**config.mk**
```make
export PLATFORM = sky130hd
export DESIGN_NAME = dp_pair_ctrl
export DESIGN_NICKNAME = d
export VERILOG_FILES = /design/src/rtl/dp_pair_ctrl.sv
export SDC_FILE = /design/constraint.sdc
export NUM_CORES = 1
export LEC_CHECK = 0
export ABC_AREA = 1
export CAP_MARGIN = 20
export CORE_AREA = 2 2 39 41
export DETAILED_ROUTE_END_ITERATION = 6
export DIE_AREA = 0 0 41 43
export DONT_BUFFER_PORTS = 1
export GPL_TIMING_DRIVEN = 0
export PLACE_DENSITY = 0.4
export SYNTH_ARGS = -nofsm -noshare
export SYNTH_HDL_FRONTEND = slang
export SYNTH_SLANG_ARGS = --single-unit
```
**constraint.sdc**
```tcl
create_clock -name i_clk -period 1.2 [get_ports i_clk]
set_input_delay 0.24 -clock i_clk [delete_from_list [all_inputs] [get_ports i_clk]]
set_output_delay 0.24 -clock i_clk [all_outputs]
set_load 0.03 [all_outputs]
```
**src/rtl/dp_pair_ctrl.sv**
```systemverilog
//-----------------------------------------------------------------------------
// dp_pair_ctrl
// Sequencing controller for the pairwise add/subtract datapath (memory A 8x8,
// memory B 4x8, address counters A/B, two operand registers, comparator,
// adder/subtractor and result mux). It issues control strobes only.
//
// Build option: define DPCTL_LOAD_EN to include the LOAD phase, in which
// 8 external words are written into memory A before processing. Without it,
// memory A is assumed preloaded and a run starts directly at the first read.
//-----------------------------------------------------------------------------
`timescale 1ns/1ps

module dp_pair_ctrl (
    input  logic i_clk,
    input  logic i_reset,
    input  logic i_start,
    input  logic i_load_valid,
    input  logic i_sign,
    output logic o_wea,
    output logic o_inc_a,
    output logic o_clr_a,
    output logic o_inc_b,
    output logic o_clr_b,
    output logic o_ld_r1,
    output logic o_ld_r2,
    output logic o_sel,
    output logic o_web,
    output logic o_busy,
    output logic o_done
);

    localparam logic [2:0] S_IDLE = 3'd0;
`ifdef DPCTL_LOAD_EN
    localparam logic [2:0] S_LOAD = 3'd1;
`endif
    localparam logic [2:0] S_RD1  = 3'd2;
    localparam logic [2:0] S_RD2  = 3'd3;
    localparam logic [2:0] S_CMP  = 3'd4;
    localparam logic [2:0] S_WR   = 3'd5;
    localparam logic [2:0] S_DONE = 3'd6;

    logic [2:0] r_state;
    logic [2:0] w_state_next;
    logic [1:0] r_pair_cnt;
    logic       r_sel;
    logic       w_start_run;

    // A run is launched only from IDLE; start is ignored in every other state.
    assign w_start_run = (r_state == S_IDLE) && i_start;

`ifdef DPCTL_LOAD_EN
    logic [2:0] r_word_cnt;
`else
    // load_valid has no meaning when memory A is preloaded.
    logic w_unused_load_valid;
    assign w_unused_load_valid = i_load_valid;
`endif

    // Next-state decode.
    always_comb begin
        w_state_next = r_state;
        case (r_state)
            S_IDLE: begin
                if (i_start) begin
`ifdef DPCTL_LOAD_EN
                    w_state_next = S_LOAD;
`else
                    w_state_next = S_RD1;
`endif
                end
            end
`ifdef DPCTL_LOAD_EN
            S_LOAD: begin
                // Leave after the 8th accepted word; gaps simply stall here.
                if (i_load_valid && (r_word_cnt == 3'd7)) begin
                    w_state_next = S_RD1;
                end
            end
`endif
            S_RD1:   w_state_next = S_RD2;
            S_RD2:   w_state_next = S_CMP;
            S_CMP:   w_state_next = S_WR;
            S_WR:    w_state_next = (r_pair_cnt == 2'd3) ? S_DONE : S_RD1;
            S_DONE:  w_state_next = S_IDLE;
            default: w_state_next = S_IDLE;
        endcase
    end

    // State register.
    always_ff @(posedge i_clk or posedge i_reset) begin
        if (i_reset) begin
            r_state <= S_IDLE;
        end else begin
            r_state <= w_state_next;
        end
    end

`ifdef DPCTL_LOAD_EN
    // Count accepted load words; wraps back to 0 after the 8th word.
    always_ff @(posedge i_clk or posedge i_reset) begin
        if (i_reset) begin
            r_word_cnt <= 3'd0;
        end else if (w_start_run) begin
            r_word_cnt <= 3'd0;
        end else if ((r_state == S_LOAD) && i_load_valid) begin
            r_word_cnt <= r_word_cnt + 3'd1;
        end
    end
`endif

    // Count processed pairs; one step per WR, wraps after the 4th pair.
    always_ff @(posedge i_clk or posedge i_reset) begin
        if (i_reset) begin
            r_pair_cnt <= 2'd0;
        end else if (w_start_run) begin
            r_pair_cnt <= 2'd0;
        end else if (r_state == S_WR) begin
            r_pair_cnt <= r_pair_cnt + 2'd1;
        end
    end

    // Capture the comparator in CMP; held until the next pair's CMP.
    always_ff @(posedge i_clk or posedge i_reset) begin
        if (i_reset) begin
            r_sel <= 1'b0;
        end else if (r_state == S_CMP) begin
            r_sel <= i_sign;
        end
    end

    // Strobe decode from the current state.
    always_comb begin
        o_wea   = 1'b0;
        o_inc_a = 1'b0;
        o_clr_a = 1'b0;
        o_inc_b = 1'b0;
        o_clr_b = 1'b0;
        o_ld_r1 = 1'b0;
        o_ld_r2 = 1'b0;
        o_web   = 1'b0;
        o_done  = 1'b0;
        case (r_state)
            S_IDLE: begin
                // Gated by reset so a start held during reset issues no clear.
                o_clr_a = i_start && !i_reset;
                o_clr_b = i_start && !i_reset;
            end
`ifdef DPCTL_LOAD_EN
            S_LOAD: begin
                o_wea   = i_load_valid;
                o_inc_a = i_load_valid;
            end
`endif
            S_RD1: begin
                o_ld_r1 = 1'b1;
                o_inc_a = 1'b1;
            end
            S_RD2: begin
                o_ld_r2 = 1'b1;
                o_inc_a = 1'b1;
            end
            S_WR: begin
                o_web   = 1'b1;
                o_inc_b = 1'b1;
            end
            S_DONE: begin
                o_done = 1'b1;
            end
            default: begin
            end
        endcase
    end

    assign o_sel  = r_sel;
    assign o_busy = (r_state != S_IDLE);

endmodule

```
======== After elaboration in Yosys (flattened, before gate mapping) ========
Cells that the tools add are included.
word-level totals
  bits in registers ....................... 6
  latch bits .............................. 0
  bits in writable memories ............... 0
  memory bits (read-only) ................. 0
  input bits .............................. 5
  output and inout bits ................... 11
  memories ................................ 0
cells by class
  $add $sub $neg .......................... 1
  multiply operators ...................... 0
  divide/modulo/power cells ............... 0
  order comparisons ....................... 0
  equal/unequal tests ..................... 7
  shifts and indexed selects .............. 0
  multiplexer cells ....................... 11
  bitwise logic cells ..................... 0
  reduce and logical (&&, ||, !) cells .... 7
operator list
  operator               count
  $pmux W3 S5            1
  $eq A3 B3 Y1 const B   3
  $eq A3 B2 Y1 const B   2
  $mux W1                6
  $mux W3                2
  $mux W2                2
  $logic_not A3 Y1       1
  $reduce_bool A3 Y1     1
  $add A2 B1 Y2 const B  1
  $eq A2 B2 Y1 const B   1
  $logic_and A1 B1 Y1    2
  $ne A2 B2 Y1 const B   1
  $reduce_bool A2 Y1     1
  $reduce_or A2 Y1       1
  $logic_not A1 Y1       1

======== Depth between registers and ports, before layout ========
Gate-level depths: netlist of the first run.
  word-level depth ........................ 3
  depth in mapped cells ................... 5
  mapped depth without buffers ............ 5

======== Worst setup path after synthesis of the first run ========
No wires, ideal clock.
  path type ............................... register to output
  from .................................... register r_state[2]
  to ...................................... output o_clr_b
  data arrival time ....................... 1423 ps
  required time ........................... 960 ps
  setup slack ............................. -463 ps
  cell stages (with the launch flop) ...... 5
  buffers on the path ..................... 1
  cells stage by stage .................... dfrtp_1 nor2_2 nand3_2 nor2_1 buf_4
between the ends
  cells in the longest elaborated chain, start to end .. 2
ends and longest elaborated chain
  element                 RTL line  text
  from (decl)             42        logic [2:0] r_state;
  from (signal assigned)  94        r_state <= w_state_next;
  $logic_not A3 Y1        --
  $mux W1                 --
  to (decl)               23        output logic o_clr_b,
Every way passes these cells.

======== Worst setup path after layout of the first run ========
  from .................................... register r_state[0]
  to ...................................... output o_clr_b
Same word-level chain as after synthesis.

==> results of run 1 <==
[worst max-delay path by stage]
| stage | endpoint | slack (ns) |
|---|---|---|
| global route | o_clr_b | -0.38 |
| global placement | o_clr_b | -0.30 |
| floorplan | o_clr_b | -0.19 |
| detailed placement | o_clr_b | -0.29 |
| finish | o_clr_b | -0.33 |
| CTS | o_clr_b | -0.36 |
[through the flow]
step	cells	TNS (ns)	instance area (sq um)	util, %
6_report	88	-2.09	661	47.7
5_1_grt	88	-2.54	661	47.7
4_1_cts	82	-2.26	572	41.3
3_5_place_dp	68	-0.636	407	29.4
3_3_place_gp	68	-0.645	407	29.4
2_1_floorplan	52	-0.187	387	-
[power by group]
| group | total (uW) | switching [uW] | leakage, uW | internal, uW |
|---|---|---|---|---|
| logic | 1330 | 768 | 0.000265 | 559 |
| clock network | 181 | 68.3 | 0.0000138 | 113 |
| registers | 432 | 134 | 0.0000727 | 298 |
| total | 1940 | 970 | 0.000351 | 970 |
[placed cells by master, fill, tap and decap left out, types with 3 or more instances in the layout]
master and n:
sky130_fd_sc_hd__buf_4 14, sky130_fd_sc_hd__buf_6 5, sky130_fd_sc_hd__clkbuf_4 3, sky130_fd_sc_hd__dfrtp_1 3, sky130_fd_sc_hd__dfrtp_2 3, sky130_fd_sc_hd__inv_1 9, sky130_fd_sc_hd__nand2_1 10
[sequential cells by signal (all words and copies together) (netlist names)]
signal and flops:
r_state 3, r_pair_cnt 2, o_sel 1
[what timing repair did]
action                                  4_1_cts  5_1_grt
endpoints found under the setup margin       10       10
setup buffers                                11        6
resized for setup                            16       12
hold endpoints to repair                      6        0
hold buffers                                  1        0
cloned                                        0        0
pin swaps                                     4        4
[cell families (layout without fill, tap and decap cells)]
family / after synthesis / after routing / share of synthesized area [%]
AND/OR/NAND/NOR: 25 / 25 / 32.8
buffers and inverters: 17 / 37 / 20.1
flip-flops: 6 / 6 / 40.1
AO/OA/AOI/OAI: 2 / 2 / 2.68
adder cells (fa/ha/maj): 1 / 1 / 3.34
other: 1 / 1 / 1.00
[worst reg2reg max path, delay by kind of cell, from the launching register on]
family | cells | cell delay [ns]
flops | 1 | 0.42
simple gates | 2 | 0.21
compound gates | 1 | 0.11
buf+inv | 3 | 0.30
[metal layers]
metal / global-route usage (%) / wire length (microns) / part of all wire, %
met3: 3.14 / 46 / 4.8
met4: 12.0 / 8 / 0.84
met2: 16.3 / 526 / 55
met1: 14.1 / 377 / 39
met5: 0 / 0 / 0
[cell type report]
class	count	area, sq um	share of cell area [%]
buffer	3	30.0	4.55
clock buffer	3	22.5	3.41
inverter	14	67.6	10.2
multi-input combinational	29	225	34.1
sequential	6	154	23.3
tap	16	20.0	3.03
timing repair buffer	17	141	21.4
==> reports/summary.txt, run 1 <==
=======================================================================================
Most common cell type on the critical path ............................... sky130_fd_sc_hd__nor2_4
H-tree depth .............................................................            1
Standard-cell rows .......................................................           14
Number of detailed-route iterations in the first pass ....................            4
Finish-stage setup viols .................................................            9
Register-to-register setup slack .........................................      0.04 ns
Number of vias per cell after detailed routing ...........................         4.30
Failing checks ........................................................... negative setup slack
Fraction of synthesized cell area taken by the top area cell type ........        40.1%
Max-cap viol count .......................................................            0
Area of the die ..........................................................   1760 sq um
Ratio of final minimum period to clock period ............................         128%
Longest Clk Path Bufs ....................................................            2
DR vias ..................................................................          378
Path type of the worst min-delay path ....................................    in -> reg
CTS tree .................................................................         done
Routed len/inst .......................................................... 10.9 microns
Final Hold Slack .........................................................     0.126 ns
Distinct cells, synth ....................................................           15
Synth Cell Area ..........................................................    374 sq um
Post-DP HPWL .............................................................  568 microns
Power density normalized to cell area .................................... 2940 nW/um^2
CP startpoint ............................................................   r_state[0]
Final Skew ...............................................................   0.00208 ns
I/O Buffers ..............................................................            0
Number of cells on the worst hold path ...................................            2
Reg-to-reg startpoint ....................................................   r_state[0]
Remaining global-route overflow ..........................................            0
Layout Nets ..............................................................           80
Launching element type of the critical path ..............................     register
Max incr delay on CP .....................................................      0.42 ns
Final critical path time including I/O delays and setup ..................      1.53 ns
Worst-case setup margin in the final layout ..............................    -0.333 ns
Required time at the endpoint of the critical path .......................      0.96 ns
GP Congestion ............................................................        0.664
Number of violations reported at the end of detailed-routing iteration 0 .            5
Die boundary height ......................................................   43 microns
Buffer and inverter count on the worst path ..............................            1
Fmax .....................................................................      652 MHz
Master of the slowest instance on the critical path ...................... sky130_fd_sc_hd__dfrtp_2
Global-route usage over all layers .......................................        12.0%
Core area ................................................................   1380 sq um
Number of flops mapped to enable cells by yosys ..........................            0
Arrival time at the worst endpoint .......................................      1.29 ns
Number of gates on the worst path with buffers counted ...................            4
Minimum setup slack after placement ......................................    -0.291 ns
Maximum fanout along the worst path ......................................            2
Via count of the first global-routing pass ...............................          338
Die width ................................................................   41 microns
Status ................................................................... finished with violations
Synthesized netlist net count ............................................           58
Diodes inserted ..........................................................            0
DRT antenna net count ....................................................            0
Initial antenna violation count ..........................................            0
Source-to-sink clock delay at the later pin of the worst-skew pair .......      0.24 ns
Cell type contributing the most total cell area after synthesis .......... sky130_fd_sc_hd__dfrtp_1
Maximum vdd ir drop ......................................................      1.38 mV
RSZ-0062 raised after global routing .....................................          yes
Root cell of the clock tree .............................................. sky130_fd_sc_hd__clkbuf_4
Number of buffers created by CTS .........................................            3
Total of warnings raised by yosys ........................................            0
Gate family responsible for the most delay along the worst path .......... simple AND/OR/NAND/NOR gates
Clock sinks ..............................................................            6
Ordered list of cells on the worst path .................................. nor2_4, nand3_4, nor2_4, buf_6
Final hold violation count ...............................................            0
Share of final-layout standard cells stronger than drive strength 1 ......        56.9%
Commonest register cell after synthesis .................................. sky130_fd_sc_hd__dfrtp_1
First-pass GRT wire length ............................................... 1330 microns
Synth Register Bits ......................................................            6
Avg Cell Area, Syn .......................................................   7.19 sq um
Startpoint of the tightest hold check path ...............................      i_start
Endpoint, Worst Hold .....................................................   r_state[1]
Fillers ..................................................................          144
End of the worst register-to-register path ...............................   r_state[1]
Number of max-slew violations in the final report ........................            0
FFs w/ async S/R, synth ..................................................         100%
Maximum number of pins on one net before global-route repair .............            7
Top post-synthesis cells by count ........................................ sky130_fd_sc_hd__inv_1, sky130_fd_sc_hd__nand2_1, sky130_fd_sc_hd__dfrtp_1, sky130_fd_sc_hd__buf_4, sky130_fd_sc_hd__nor2_1
Kind of critical path ....................................................   reg -> out
Signed area change from the synthesized netlist to the final layout ......        76.6%
Wire length after detailed routing .......................................  958 microns
Residual DRC count .......................................................            0
Top-level I/O count ......................................................           16
Post-layout power ........................................................      1940 uW
Initial standard-cell utilization of the core ............................        27.0%
Sequential element share of the synthesized area .........................        40.1%
Endpoint kind of the worst setup timing path .............................   output pin
Depth of the worst register-to-register path .............................            6
Clk slew on worst S/H paths ..............................................      0.04 ns
Leakage ..................................................................  0.000351 uW
Number of instances in the synthesized netlist ...........................           52
Area contributors post-synth ............................................. sky130_fd_sc_hd__dfrtp_1, sky130_fd_sc_hd__inv_1, sky130_fd_sc_hd__nand2_1, sky130_fd_sc_hd__buf_4, sky130_fd_sc_hd__nand3_2
=======================================================================================
(Power assumes the default switching activity.)
==> run 2: changes to the inputs <==
==> constraint.sdc (replaced) <==
create_clock -name i_clk -period 1.79 [get_ports i_clk]
set_input_delay 0.358 -clock i_clk [delete_from_list [all_inputs] [get_ports i_clk]]
set_output_delay 0.358 -clock i_clk [all_outputs]
set_load 0.03 [all_outputs]
==> run 2 against run 1 <==
Compared with the run above: the run now ends clean; critical path depth is the same; sequential share of layout area grew 9.8 points; sequential power shrank 31%; via count shrank 18%; power shrank 55%; sequential cell count is the same; clock power shrank 30%; register-to-register slack gained 0.63 ns; clock skew grew 0.0044 ns; routed wire length shrank 17%; largest cell class unchanged; largest power group unchanged.
==> reports/summary.txt, run 2 (synthesized netlist as in run 1, its figures left out) <==
=======================================================================================
Status ................................................................... finished, final reports clean
Max_slew headroom ........................................................        63.4%
Post-DP HPWL .............................................................  575 microns   +1.3%
Core Util, Final .........................................................        33.4%   -14 points
Largest register FFs .....................................................            3   unchanged
Initial standard-cell utilization of the core ............................        27.0%   unchanged
Kind of critical path ....................................................   reg -> out
Core area ................................................................   1380 sq um   unchanged
Number of detailed-route iterations in the first pass ....................            4   unchanged
Reg power frac ...........................................................        34.1%   +12 points
Most frequent cells in the layout ........................................ sky130_fd_sc_hd__nand2_1, sky130_fd_sc_hd__inv_1, sky130_fd_sc_hd__dfrtp_1
Top-level I/O count ......................................................           16   unchanged
CTS tree .................................................................         done
Power dissipated by switching net loads ..................................       488 uW   -50%
Ratio of final minimum period to clock period ............................        97.7%
Area of the die ..........................................................   1760 sq um   unchanged
Final critical path time including I/O delays and setup ..................      1.75 ns
Register containing the most flip-flops in the final layout ..............      r_state
Post-CTS Setup Inserts ...................................................            0   -11
Logic gate share of total power ..........................................        51.5%   -17 points
H-tree depth .............................................................            1   unchanged
Leakage ..................................................................  0.000257 uW   -27%
Minimum setup slack after placement ......................................    -0.108 ns   +0.183 ns
Final Hold Slack .........................................................     0.249 ns   +0.123 ns
Diodes inserted ..........................................................            0   unchanged
Die boundary height ......................................................   43 microns   unchanged
Routed len/inst .......................................................... 11.0 microns   +1.4%
Most frequent standard cell in the layout excluding fill and tap cells ... sky130_fd_sc_hd__nand2_1
DRT antenna net count ....................................................            0   unchanged
Maximum fanout along the worst path ......................................            7   +5
Final Skew ...............................................................   0.00650 ns   +0.00442 ns
Final hold violation count ...............................................            0   unchanged
Finish-stage setup viols .................................................            0   -9
Arrival time at the worst endpoint .......................................      1.39 ns   +0.10 ns
GP Congestion ............................................................        0.686   +3.3%
Number of vias per cell after detailed routing ...........................         4.31   +0.24%
Path type of the worst min-delay path ....................................    in -> reg
Die width ................................................................   41 microns   unchanged
Signed area change from the synthesized netlist to the final layout ......        23.4%
Standard-cell rows .......................................................           14   unchanged
DR vias ..................................................................          310   -18%
Initial antenna violation count ..........................................            0   unchanged
Longest Clk Path Bufs ....................................................            2   unchanged
Post-layout power ........................................................       872 uW   -55%
RSZ-0062 raised after global routing .....................................          yes
Number of violations reported at the end of detailed-routing iteration 0 .            2   -3
Max-cap viol count .......................................................            0   unchanged
Root cell of the clock tree .............................................. sky130_fd_sc_hd__clkbuf_4
Number of max-slew violations in the final report ........................            0   unchanged
I/O Buffers ..............................................................            0   unchanged
Worst-case setup margin in the final layout ..............................    0.0420 ns   +0.375 ns
Slew at the pin closest to its max-slew limit ............................     0.546 ns
Required time at the endpoint of the critical path .......................      1.43 ns   +0.47 ns
Source-to-sink clock delay at the later pin of the worst-skew pair .......      0.24 ns   about the same
Cell internal power dissipation ..........................................       384 uW   -60%
Switching part of the total power ........................................        56.0%   +5.9 points
Global-route usage over all layers .......................................        11.1%   -0.93 points
Non-filler cells in the finished layout ..................................           72   -18%
Placed Instances .........................................................           68   unchanged
Wire length after detailed routing .......................................  795 microns   -17%
Endpoint kind of the worst setup timing path .............................   output pin
Launching element type of the critical path ..............................     register
Maximum vdd ir drop ......................................................     0.679 mV   -51%
Via count of the first global-routing pass ...............................          277   -18%
Share of final-layout standard cells stronger than drive strength 1 ......        32.1%   -25 points
Residual DRC count .......................................................            0   unchanged
Power density normalized to cell area .................................... 1890 nW/um^2   -36%
Share of power burned in the clock network ...............................        14.4%   +5.1 points
Layout Nets ..............................................................           64   -20%
Clock sinks ..............................................................            6   unchanged
Number of buffers created by CTS .........................................            3   unchanged
Fmax .....................................................................      572 MHz
Remaining global-route overflow ..........................................            0   unchanged
First-pass GRT wire length ............................................... 1160 microns   -13%
Clk slew on worst S/H paths ..............................................      0.05 ns   about the same
Maximum number of pins on one net before global-route repair .............            8   +1
=======================================================================================
[run 2: path summary, 6_finish.rpt]
path	end	cells after the start	startpoint	slack [ns]
min in group asynchronous	r_pair_cnt[0]	2	i_reset	0.48
setup / recovery	o_clr_b	4	r_state[0]	0.04
max in group asynchronous	r_state[2]	2	i_reset	1.09
setup reg to reg	r_state[1]	4	r_state[0]	0.67
hold / removal	r_state[1]	2	i_start	0.25
hold reg to reg	r_pair_cnt[1]	4	r_pair_cnt[1]	0.58
[run 2: stage by stage]
stage | setup TNS, ns | cell area [sq um]
floorplan | 0 | 374
global placement | -0.112 | 394
detailed placement | -0.108 | 394
CTS | -0.0108 | 450
global route | -0.0451 | 462
finish | 0 | 462
[run 2: repair_timing]
action,4_1_cts,5_1_grt
hold buffers,1,0
gates resized for setup,7,2
hold endpoints to repair,6,0
pin swaps,1,1
endpoints found under the setup margin,3,2
[run 2: metal layers]
metal | vias to the layer above | part of all wire [%] | track usage, %
met5 | - | 0 | 0
met4 | 0 | 2.3 | 6.00
met3 | 2 | 8.8 | 10.5
met2 | 11 | 41 | 12.2
met1 | 132 | 48 | 13.7
li1 | 165 | - | -
[run 2: critical path, cell delays in order, from the launching register on]
cell and delay [ns]:
sky130_fd_sc_hd__dfrtp_2 0.47, sky130_fd_sc_hd__nor2_4 0.17, sky130_fd_sc_hd__nand3_4 0.11, sky130_fd_sc_hd__nor2_4 0.22, sky130_fd_sc_hd__buf_6 0.17
[run 2: power by group through the flow]
stage               clock [uW]  sequential (uW)  combinational (uW)
floorplan                    0              272                 373
global placement             0              288                 416
global route               145              310                 497
detailed placement           0              287                 417
CTS                        135              298                 440
finish                     126              297                 449
[run 2: final cells by class]
class                   instances  area (sq um)
flip-flops and latches          6           153
inverters                      14          56.3
plain buffers                   3          26.3
fillers                       157           922
clock buffers                   3          22.5
repair buffers                  1          10.0
well taps                      16          20.0
multi-input cells              29           174
